==> src/rtl/ring_pkg.sv <==
// Shared ring router definitions: flit field positions, VC FSM encodings.
// Used by the ring input, ring output and PE stages.
package ring_pkg;

    localparam int DEFAULT_DATA_WIDTH = 64;

    localparam int VC_BIT  = 63;
    localparam int DIR_BIT = 62;
    localparam int HOP_MSB = 55;
    localparam int HOP_LSB = 48;
    localparam int HOP_W   = HOP_MSB - HOP_LSB + 1;

    typedef enum logic [1:0] {
        VC_IDLE = 2'b00,
        VC_REQ  = 2'b01,
        VC_POP  = 2'b10
    } vc_state_e;

    // A zero hop field means the flit has arrived and leaves via the PE.
    function automatic logic hop_is_eject(input logic [HOP_W-1:0] hop);
        return hop == '0;
    endfunction

endpackage

==> src/rtl/ring_ibuf_vc_fifo.sv <==
// Per-VC flit FIFO for the ring input buffer (DEPTH x DATA_WIDTH).
// Caller guarantees no push when full and no pop when empty.
module ring_ibuf_vc_fifo #(
    parameter int DATA_WIDTH = 64,
    parameter int DEPTH      = 2,
    parameter int CNT_W      = $clog2(DEPTH + 1)
) (
    input  logic                  clk,
    input  logic                  rst,
    input  logic                  push,
    input  logic                  pop,
    input  logic [DATA_WIDTH-1:0] din,
    output logic [CNT_W-1:0]      count,
    output logic                  full,
    output logic [DATA_WIDTH-1:0] head
);

    localparam int PTR_W = $clog2(DEPTH);

    logic [DATA_WIDTH-1:0] mem [DEPTH];
    logic [PTR_W-1:0]      wr_ptr;
    logic [PTR_W-1:0]      rd_ptr;
    logic [CNT_W-1:0]      cnt_q;

    // Storage array; contents need no reset since count gates reads.
    always_ff @(posedge clk) begin
        if (push) begin
            mem[wr_ptr] <= din;
        end
    end

    // Pointers wrap naturally (DEPTH is a power of two); count spans 0..DEPTH.
    always_ff @(posedge clk) begin
        if (rst) begin
            wr_ptr <= '0;
            rd_ptr <= '0;
            cnt_q  <= '0;
        end else begin
            if (push) begin
                wr_ptr <= wr_ptr + PTR_W'(1);
            end
            if (pop) begin
                rd_ptr <= rd_ptr + PTR_W'(1);
            end
            case ({push, pop})
                2'b10:   cnt_q <= cnt_q + CNT_W'(1);
                2'b01:   cnt_q <= cnt_q - CNT_W'(1);
                default: cnt_q <= cnt_q;
            endcase
        end
    end

    assign count = cnt_q;
    assign full  = (cnt_q == CNT_W'(DEPTH));
    assign head  = mem[rd_ptr];

endmodule

==> src/rtl/ring_input_vc_buffer.sv <==
// Ring input stage: sorts upstream flits into even/odd VC FIFOs and requests forward/eject.
// Optional drop counter enabled with `define RING_IBUF_DROP_CNT_EN.
module ring_input_vc_buffer
    import ring_pkg::*;
#(
    parameter int DATA_WIDTH = DEFAULT_DATA_WIDTH,
    parameter int DEPTH      = 2,
    parameter int CNT_W      = 8
) (
    input  logic                  clk,
    input  logic                  rst,
    input  logic                  polarity,
    input  logic                  si,
    output logic                  ri,
    input  logic [DATA_WIDTH-1:0] di,
    output logic                  req_ring_even,
    output logic                  req_ring_odd,
    output logic                  req_pe_even,
    output logic                  req_pe_odd,
    input  logic                  grant_ring_even,
    input  logic                  grant_ring_odd,
    input  logic                  grant_pe_even,
    input  logic                  grant_pe_odd,
    output logic [DATA_WIDTH-1:0] data_out_even,
    output logic [DATA_WIDTH-1:0] data_out_odd,
    output logic [CNT_W-1:0]      drop_cnt
);

    localparam int FCNT_W = $clog2(DEPTH + 1);

    logic                  in_vc;
    logic [1:0]            push;
    logic [1:0]            pop;
    logic [1:0]            full;
    logic [1:0]            gnt_ring;
    logic [1:0]            gnt_pe;
    logic [FCNT_W-1:0]     count [2];
    logic [DATA_WIDTH-1:0] head  [2];

    vc_state_e             state    [2];
    logic [DATA_WIDTH-1:0] head_q   [2];
    logic [1:0]            req_ring_q;
    logic [1:0]            req_pe_q;
    logic [1:0]            gnt_seen;

    assign in_vc    = di[VC_BIT];
    assign gnt_ring = {grant_ring_odd, grant_ring_even};
    assign gnt_pe   = {grant_pe_odd, grant_pe_even};

    // Steer an incoming flit to its VC; a full VC (start of cycle) refuses it.
    always_comb begin
        push = '0;
        if (si && !full[in_vc]) begin
            push[in_vc] = 1'b1;
        end
    end

    // Pop on the first sampled grant matching the class being requested.
    always_comb begin
        pop = '0;
        for (int v = 0; v < 2; v++) begin
            pop[v] = (state[v] == VC_REQ) && !gnt_seen[v] &&
                     ((req_ring_q[v] && gnt_ring[v]) ||
                      (req_pe_q[v] && gnt_pe[v]));
        end
    end

    ring_ibuf_vc_fifo #(
        .DATA_WIDTH(DATA_WIDTH),
        .DEPTH     (DEPTH),
        .CNT_W     (FCNT_W)
    ) u_fifo_even (
        .clk  (clk),
        .rst  (rst),
        .push (push[0]),
        .pop  (pop[0]),
        .din  (di),
        .count(count[0]),
        .full (full[0]),
        .head (head[0])
    );

    ring_ibuf_vc_fifo #(
        .DATA_WIDTH(DATA_WIDTH),
        .DEPTH     (DEPTH),
        .CNT_W     (FCNT_W)
    ) u_fifo_odd (
        .clk  (clk),
        .rst  (rst),
        .push (push[1]),
        .pop  (pop[1]),
        .din  (di),
        .count(count[1]),
        .full (full[1]),
        .head (head[1])
    );

    // Per-VC request FSMs; head is latched on entry to REQ and held until granted.
    always_ff @(posedge clk) begin
        if (rst) begin
            for (int v = 0; v < 2; v++) begin
                state[v]  <= VC_IDLE;
                head_q[v] <= '0;
            end
            req_ring_q <= '0;
            req_pe_q   <= '0;
            gnt_seen   <= '0;
        end else begin
            for (int v = 0; v < 2; v++) begin
                if (!gnt_ring[v] && !gnt_pe[v]) begin
                    gnt_seen[v] <= 1'b0;
                end else if (pop[v]) begin
                    gnt_seen[v] <= 1'b1;
                end
                case (state[v])
                    VC_IDLE, VC_POP: begin
                        if (count[v] != '0) begin
                            state[v]      <= VC_REQ;
                            head_q[v]     <= head[v];
                            req_pe_q[v]   <= hop_is_eject(head[v][HOP_MSB:HOP_LSB]);
                            req_ring_q[v] <= !hop_is_eject(head[v][HOP_MSB:HOP_LSB]);
                        end else begin
                            state[v]      <= VC_IDLE;
                            req_pe_q[v]   <= 1'b0;
                            req_ring_q[v] <= 1'b0;
                        end
                    end
                    VC_REQ: begin
                        if (pop[v]) begin
                            state[v]      <= VC_POP;
                            req_pe_q[v]   <= 1'b0;
                            req_ring_q[v] <= 1'b0;
                        end
                    end
                    default: begin
                        state[v]      <= VC_IDLE;
                        req_pe_q[v]   <= 1'b0;
                        req_ring_q[v] <= 1'b0;
                    end
                endcase
            end
        end
    end

    assign ri = polarity ? !full[1] : !full[0];

    assign req_ring_even = req_ring_q[0];
    assign req_ring_odd  = req_ring_q[1];
    assign req_pe_even   = req_pe_q[0];
    assign req_pe_odd    = req_pe_q[1];
    assign data_out_even = head_q[0];
    assign data_out_odd  = head_q[1];

`ifdef RING_IBUF_DROP_CNT_EN
    logic             drop;
    logic [CNT_W-1:0] drop_q;

    assign drop = si && full[in_vc];

    // Saturating count of flits refused because their VC was full.
    always_ff @(posedge clk) begin
        if (rst) begin
            drop_q <= '0;
        end else if (drop && (drop_q != '1)) begin
            drop_q <= drop_q + CNT_W'(1);
        end
    end

    assign drop_cnt = drop_q;
`else
    assign drop_cnt = '0;
`endif

endmodule

==> config.mk <==
export PLATFORM = sky130hd
export DESIGN_NAME = ring_input_vc_buffer
export DESIGN_NICKNAME = d
export VERILOG_FILES = /design/src/rtl/ring_pkg.sv /design/src/rtl/ring_ibuf_vc_fifo.sv /design/src/rtl/ring_input_vc_buffer.sv
export SDC_FILE = /design/constraint.sdc
export NUM_CORES = 1
export LEC_CHECK = 0
export ABC_AREA = 1
export BUFFER_PORTS_ARGS = -buffer_cell sky130_fd_sc_hd__buf_4
export CAP_MARGIN = 40
export CORE_ASPECT_RATIO = 0.8
export CORE_MARGIN = 3
export CORE_UTILIZATION = 51
export CTS_CLUSTER_DIAMETER = 60
export DETAILED_ROUTE_END_ITERATION = 10
export GPL_TIMING_DRIVEN = 0
export PLACE_DENSITY_LB_ADDON = 0.3
export SYNTH_ARGS = -nofsm -noshare
export SYNTH_HDL_FRONTEND = slang
export SYNTH_SLANG_ARGS = --single-unit
==> constraint.sdc <==
create_clock -name clk -period 3.91 [get_ports clk]
set_input_delay 0.5865 -clock clk [delete_from_list [all_inputs] [get_ports clk]]
set_output_delay 0.5865 -clock clk [all_outputs]
set_load 0.01 [all_outputs]
# Word-level counts from Yosys, hierarchy flattened

Memory sizes are Yosys's and may differ from the RTL's. A register that Yosys moved wholly into a read port is not among the register bits.
Cells that the tools add are included.

Add/subtract/negate cells: 8
$lt $le $gt $ge: 2
Eq/ne operators: 12
Multiplexer cells: 68
Bitwise logic cells: 10
Reductions and logical operators: 39

Operators with widths:

| operator            | number |
|---|---|
| $mux 64             | 2 |
| $mux 1              | 50 |
| $mux 2              | 9 |
| $logic_not 8->1     | 2 |
| $eq 2x2->1 const B  | 6 |
| $logic_and 1x1->1   | 12 |
| $logic_not 1->1     | 11 |
| $or 1x1->1          | 10 |
| $eq 2x1->1 const B  | 4 |
| $pmux 1 s2          | 4 |
| $pmux 2 s2          | 2 |
| $reduce_bool 2->1   | 4 |
| $reduce_or 2->1     | 4 |
| $reduce_or 3->1     | 2 |
| $add 1x1->1 const B | 4 |
| $add 2x1->2 const B | 2 |
| $logic_not 2->1     | 2 |
| $ne 2x1->1 const B  | 2 |
| $sub 2x1->2 const B | 2 |
| $logic_or 1x1->1    | 2 |
| $lt 1x2->1 const B  | 1 |
| $demux 1 s1         | 1 |
| $ge 1x1->1 const B  | 1 |

Register bits after elaboration: 14
Bits in writable memories: 388
Output and inout bits: 141
Memories kept: 4

Memories:

| memory          | words | bits a word | rd ports | clocked after Yosys merged registers in | wr ports | line                       | source |
|---|---|---|---|---|---|---|---|
| head_q          | 2     | 64          | 2        | 0                                       | 2        | ring_input_vc_buffer.sv:41 | `logic [DATA_WIDTH-1:0] head_q [2];` |
| u_fifo_even.mem | 2     | 64          | 1        | 1                                       | 1        | ring_ibuf_vc_fifo.sv:20    | `logic [DATA_WIDTH-1:0] mem [DEPTH];` |
| u_fifo_odd.mem  | 2     | 64          | 1        | 1                                       | 1        | ring_ibuf_vc_fifo.sv:20    |  |
| state           | 2     | 2           | 2        | 0                                       | 2        | ring_input_vc_buffer.sv:40 | `vc_state_e state [2];` |

# Depth between registers and ports, before layout

An unclocked memory read counts as a cell.

Depth after elaboration: 10
Depth in mapped cells: 11

# Hierarchy

Synthesis repeated with hierarchy kept, for this count alone.

Cells, all modules: 949
Area, all modules: 15803.9 sq um

Modules (own cells, without submodules):

| module               | instances | cells an instance | area each (sq um) | sequential area each (sq um) |
|---|---|---|---|---|
| ring_ibuf_vc_fifo    | 2         | 231               | 5142.4            | 3943.8 |
| ring_input_vc_buffer | 1         | 487               | 5519.0            | 4073.9 |

# Least setup slack after synthesis

Ideal clock, no wire load.

Path kind: input port to flip-flop
From: in di[63]
To: mem u_fifo_even.mem[0][0], enable pin
Setup time: 0.487 ns
Arrival: 3.504 ns
Data required time: 3.423 ns
Setup slack: -0.080 ns
Cell stages on the path: 2
Path through: nand3b_1 > nor2_1

Cells in the longest elaborated chain, start to end: 7

Ends and longest elaborated chain:

| element                                                                  | line                                                   | source |
|---|---|---|
| from (decl)                                                              | ring_input_vc_buffer.sv:15                             | `input logic [DATA_WIDTH-1:0] di,` |
| $lt 1x2->1 (not written as such) (tied with other cells)                 | ring_input_vc_buffer.sv:54                             | `push[in_vc] = 1'b1;` |
| $logic_and 1x1->1 (not written as such) / $mux 1 (equally long branches) | ring_input_vc_buffer.sv:54, ring_input_vc_buffer.sv:53 |  |
| $mux 1 (not written as such) / $logic_not 1->1 (equally long branches)   | ring_input_vc_buffer.sv:54, ring_input_vc_buffer.sv:53 |  |
| $demux 1 s1 / $logic_and 1x1->1 (equally long branches)                  | ring_input_vc_buffer.sv:54, ring_input_vc_buffer.sv:53 |  |
| $mux 2 *                                                                 | ring_input_vc_buffer.sv:53                             | `if (si && !full[in_vc]) begin` |
| $mux 1 *                                                                 | ring_ibuf_vc_fifo.sv:27                                | `if (push) begin` |
| $mux 1 (not written as such) *                                           | ring_ibuf_vc_fifo.sv:28                                | `mem[wr_ptr] <= din;` |
| to (decl)                                                                | ring_ibuf_vc_fifo.sv:20                                |  |

Mark *: on every way between the ends. The rest lies on a longest branch, timed or not. The select of a mux whose other input is x is not followed.

# Final worst setup path

From: reg u_fifo_even.cnt_q[0], in the netlist u_fifo_even.count[0]
To: mem u_fifo_even.mem[1][30], enable pin

Cells in the longest elaborated chain, start to end: 8

Ends and longest elaborated chain:

| element                                    | line                       | source |
|---|---|---|
| from (decl)                                | ring_ibuf_vc_fifo.sv:23    | `logic [CNT_W-1:0] cnt_q;` |
| from (signal assigned)                     | ring_ibuf_vc_fifo.sv:46    | `2'b10: cnt_q <= cnt_q + CNT_W'(1);` |
| from (signal assigned)                     | ring_ibuf_vc_fifo.sv:47    | `2'b01: cnt_q <= cnt_q - CNT_W'(1);` |
| from (signal assigned)                     | ring_ibuf_vc_fifo.sv:48    | `default: cnt_q <= cnt_q;` |
| $eq 2x2->1                                 | ring_ibuf_vc_fifo.sv:54    | `assign full = (cnt_q == CNT_W'(DEPTH));` |
| $mux 1 (not written as such) (2 in series) | ring_input_vc_buffer.sv:53 |  |
| $logic_not 1->1                            | ring_input_vc_buffer.sv:53 |  |
| $logic_and 1x1->1                          | ring_input_vc_buffer.sv:53 |  |
| $mux 2                                     | ring_input_vc_buffer.sv:53 |  |
| $mux 1                                     | ring_ibuf_vc_fifo.sv:27    |  |
| $mux 1 (not written as such)               | ring_ibuf_vc_fifo.sv:28    |  |

Every way passes these cells. The select of a mux whose other input is x is not followed.

==> Flow_metrics.wiki <==
{| class="wikitable"
! Metric !! Value
|-
| Initial antenna violation count || 0
|-
| Synth-to-Final Area Change || 23.9%
|-
| Measured slew at the worst slew-check pin || 791 ps
|-
| Total power per unit cell area || 531 nW/µm²
|-
| Setup crit start kind || register
|-
| Maximum fanout encountered on the critical timing path || 25
|-
| Number of cell rows || 55
|-
| Number of buffers added by the clock tree synthesis step || 40
|-
| Worst Hold Margin || 275 ps
|-
| Detailed Place HPWL || 20800 µm
|-
| # hold bufs at CTS || 0
|-
| Count of buffers from port buffering || 203
|-
| Number of levels in the clock H-tree || 2
|-
| Dpl ws || 1510 ps
|-
| Maximum frequency from static timing analysis || 0.479 GHz
|-
| Post-route non-filler standard cell count || 1671
|-
| Initial core utilization || 52.4%
|-
| Wire length after detailed routing || 32700 µm
|-
| Outcome || finished clean
|-
| Via Count || 8503
|-
| Post-route setup TNS || 0 ps
|-
| Cell-by-cell listing of the critical path || inv_2 -> nand2_1 -> nand3b_1 -> nor2_4 -> buf_12
|-
| Post-cts sizing count || 0
|-
| Pins over their slew limit || 0
|-
| Post-Synthesis Cell Area || 15000 µm²
|-
| Seq/Total Area, Yosys || 79.7%
|-
| Required time reported for the critical path endpoint || 4100 ps
|-
| Synthesized instance count || 1008
|-
| Number of nets in the layout || 1346
|-
| Leakage power of the design || 7.09 nW
|-
| Max-capacitance violation count || 0
|-
| Min-Delay Startpoint || di[18]
|-
| Endpoints failing setup || 0
|-
| Final cycle utilization of the critical path || 53.3%
|-
| Hold Vio Cnt, Final || 0
|-
| Via count of the first global-routing pass || 8527
|-
| Synthesis warning total || 0
|-
| Crit. End Element || register
|-
| Worst setup margin || 1820 ps
|-
| Number of I/O pins || 213
|-
| Count of buffering cells on the critical path with inverters included || 2
|-
| Crit path max-delay family || simple AND/OR/NAND/NOR gates
|-
| Floorplan Core Area || 28600 µm²
|-
| WL per Instance || 19.6 µm
|-
| Initial detailed-routing violation count || 563
|-
| Die height || 159 µm
|-
| Count of nets left with antenna violations after detail routing || 0
|-
| Worst-path clk slew || 60 ps
|-
| Critical-path cell with the highest stage delay || sky130_fd_sc_hd__nor2_4
|-
| Clock tree from TritonCTS || built
|-
| Buffer count from post-CTS setup fixing || 0
|-
| Setup repair after global routing missed its margin || no
|-
| Number of remaining DRC errors || 0
|-
| Maximum cell stage delay along the critical path || 690 ps
|-
| Clock Sinks || 404
|-
| Worst Path Arrival || 2280 ps
|-
| Cell variety after synth || 24
|-
| Fin crit period || 2090 ps
|-
| Clock tree root driver cell || sky130_fd_sc_hd__clkbuf_16
|-
| Routed vias/inst || 5.09
|-
| Classification of the worst-slack hold path || input pin to register
|-
| Tightest slew margin relative to the limit || 47.2%
|-
| Diodes inserted || 0
|-
| Clock latency reported for the late side of the worst-skew pair || 510 ps
|-
| Count of TritonRoute iterations in the first routing pass || 5
|-
| Per-instance average area after synthesis || 14.9 µm²
|-
| Startpoint of the worst-slack reg-to-reg timing path || u_fifo_even.count[0]
|-
| Worst setup path category || register to register
|-
| Filler instances || 2025
|-
| Critical Path Start || u_fifo_even.count[0]
|-
| Maximum clock skew at final layout || 11.1 ps
|-
| Overall die area || 31500 µm²
|-
| Global Route Usage Sum || 20.8%
|-
| Largest net degree at the start of global routing || 54
|-
| Die span in x || 198 µm
|-
| Routability congestion estimate from global placement || 0.790
|-
| Clock buffer depth || 3
|-
| Instance count after placement with tap cells included || 1600
|-
| First-pass GRT wire length || 49800 µm
|-
| Seq cells post-synth || 404
|-
| Overflow after GRT || 0
|-
| Layout cells sized above 1 || 32.8%
|-
| Peak supply drop || 0.356 mV
|}
==> worst reg2reg max path, delay by kind of cell, from the launching register on <==
kind	cells	cell delay, ps
flip-flops	1	360
AND/OR/NAND/NOR	3	1020
buffers and inverters	2	360
==> where the power goes <==
part | switching [W] | total [W] | internal [W]
registers | 0.0000937 | 0.00517 | 0.00508
clock network | 0.00152 | 0.00372 | 0.00220
logic | 0.000584 | 0.000984 | 0.000399
total | 0.00220 | 0.00988 | 0.00768
==> cells by family (layout without fill, tap and decap cells) <==
| kind of cell | Yosys count | after routing | synth area share, % |
|---|---|---|---|
| simple gates | 362 | 362 | 9.25 |
| fa+ha+maj | 2 | 2 | 0.167 |
| other cells | 1 | 8 | 0.0250 |
| flops | 404 | 404 | 79.7 |
| buf+inv | 102 | 388 | 3.65 |
| compound gates | 137 | 137 | 7.23 |
==> stage by stage <==
stage	instance area, µm²	power (W)	util (%)
after global routing	18600	0.0102	65.0
after floorplan	15000	0.00572	-
after detailed placement	17300	0.00626	60.5
final	18600	0.00988	65.0
after global placement	17000	0.00622	59.5
after CTS	18600	0.00996	65.0
==> metal layers <==
metal  track usage, %  routed length (µm)
met5                0                   0
met4             4.79                 609
met3             4.29                2310
met2             33.0               15500
met1             30.0               14400
==> synth_stat cells <==
cell                       number  area [µm²]
sky130_fd_sc_hd__buf_4         12        90.1
sky130_fd_sc_hd__or2_2          1        6.26
sky130_fd_sc_hd__a31oi_1        1        6.26
sky130_fd_sc_hd__nand2_2        2        12.5
sky130_fd_sc_hd__ha_1           2        25.0
sky130_fd_sc_hd__inv_1         47         176
sky130_fd_sc_hd__nand3b_1       1        7.51
sky130_fd_sc_hd__o21ai_2        1        8.76
sky130_fd_sc_hd__inv_2          5        18.8
sky130_fd_sc_hd__conb_1         1        3.75
sky130_fd_sc_hd__dfxtp_1       17         340
sky130_fd_sc_hd__edfxtp_1     387       11600
sky130_fd_sc_hd__a21oi_2      105         920
sky130_fd_sc_hd__clkbuf_1      11        41.3
sky130_fd_sc_hd__nand3_1        6        30.0
sky130_fd_sc_hd__buf_2         12        60.1
sky130_fd_sc_hd__nor2_1        40         150
sky130_fd_sc_hd__buf_6         14         158
sky130_fd_sc_hd__nand3_2        1        10.0
sky130_fd_sc_hd__nand4_1        2        12.5
sky130_fd_sc_hd__nand2_1      309        1160
sky130_fd_sc_hd__buf_1          1        3.75
sky130_fd_sc_hd__a21oi_1       19        95.1
sky130_fd_sc_hd__o21ai_0       11        55.1
==> layout by cell type (no fill, tap or decap), drive strengths merged <==
cell type | netlist | routed
edfxtp | 387 | 387
nand2 | 311 | 311
buf | 39 | 254
a21oi | 124 | 124
clkbuf | 11 | 62
inv | 52 | 52
nor2 | 40 | 40
dfxtp | 17 | 17
clkinv | 0 | 16
o21ai | 12 | 12
conb | 1 | 8
nand3 | 7 | 7
bufinv | 0 | 4
nand4 | 2 | 2
ha | 2 | 2
nand3b | 1 | 1
or2 | 1 | 1
a31oi | 1 | 1
==> flip-flops by register name (all words and copies together), names as in the netlist, named ones only <==
register and flops:
gnt_seen 2, head_q 128, req_pe_q 2, req_ring_q 2, state 4, u_fifo_even.count 2, u_fifo_even.mem 128, u_fifo_even.rd_ptr 1
u_fifo_even.wr_ptr 1, u_fifo_odd.count 2, u_fifo_odd.mem 128, u_fifo_odd.rd_ptr 1, u_fifo_odd.wr_ptr 1
==> path summary, 6_finish.rpt <==
kind         slack, ps  cells past startpoint                     end
min reg2reg        490                      2             gnt_seen[0]
min                280                      1   u_fifo_odd.mem[1][18]
max reg2reg       1820                      5  u_fifo_even.mem[1][30]
max               1820                      5  u_fifo_even.mem[1][30]
==> layout make-up <==
class / count / area [µm²] / share of cell area, %
clock buffer: 51 / 1070 / 5.77
inverter: 52 / 198 / 1.06
timing repair buffer: 215 / 1790 / 9.61
clock inverter: 20 / 193 / 1.04
multi-input combinational: 509 / 2570 / 13.8
sequential: 404 / 12000 / 64.3
buffer: 50 / 353 / 1.90
tap: 370 / 463 / 2.49
(Power assumes the default switching activity.)
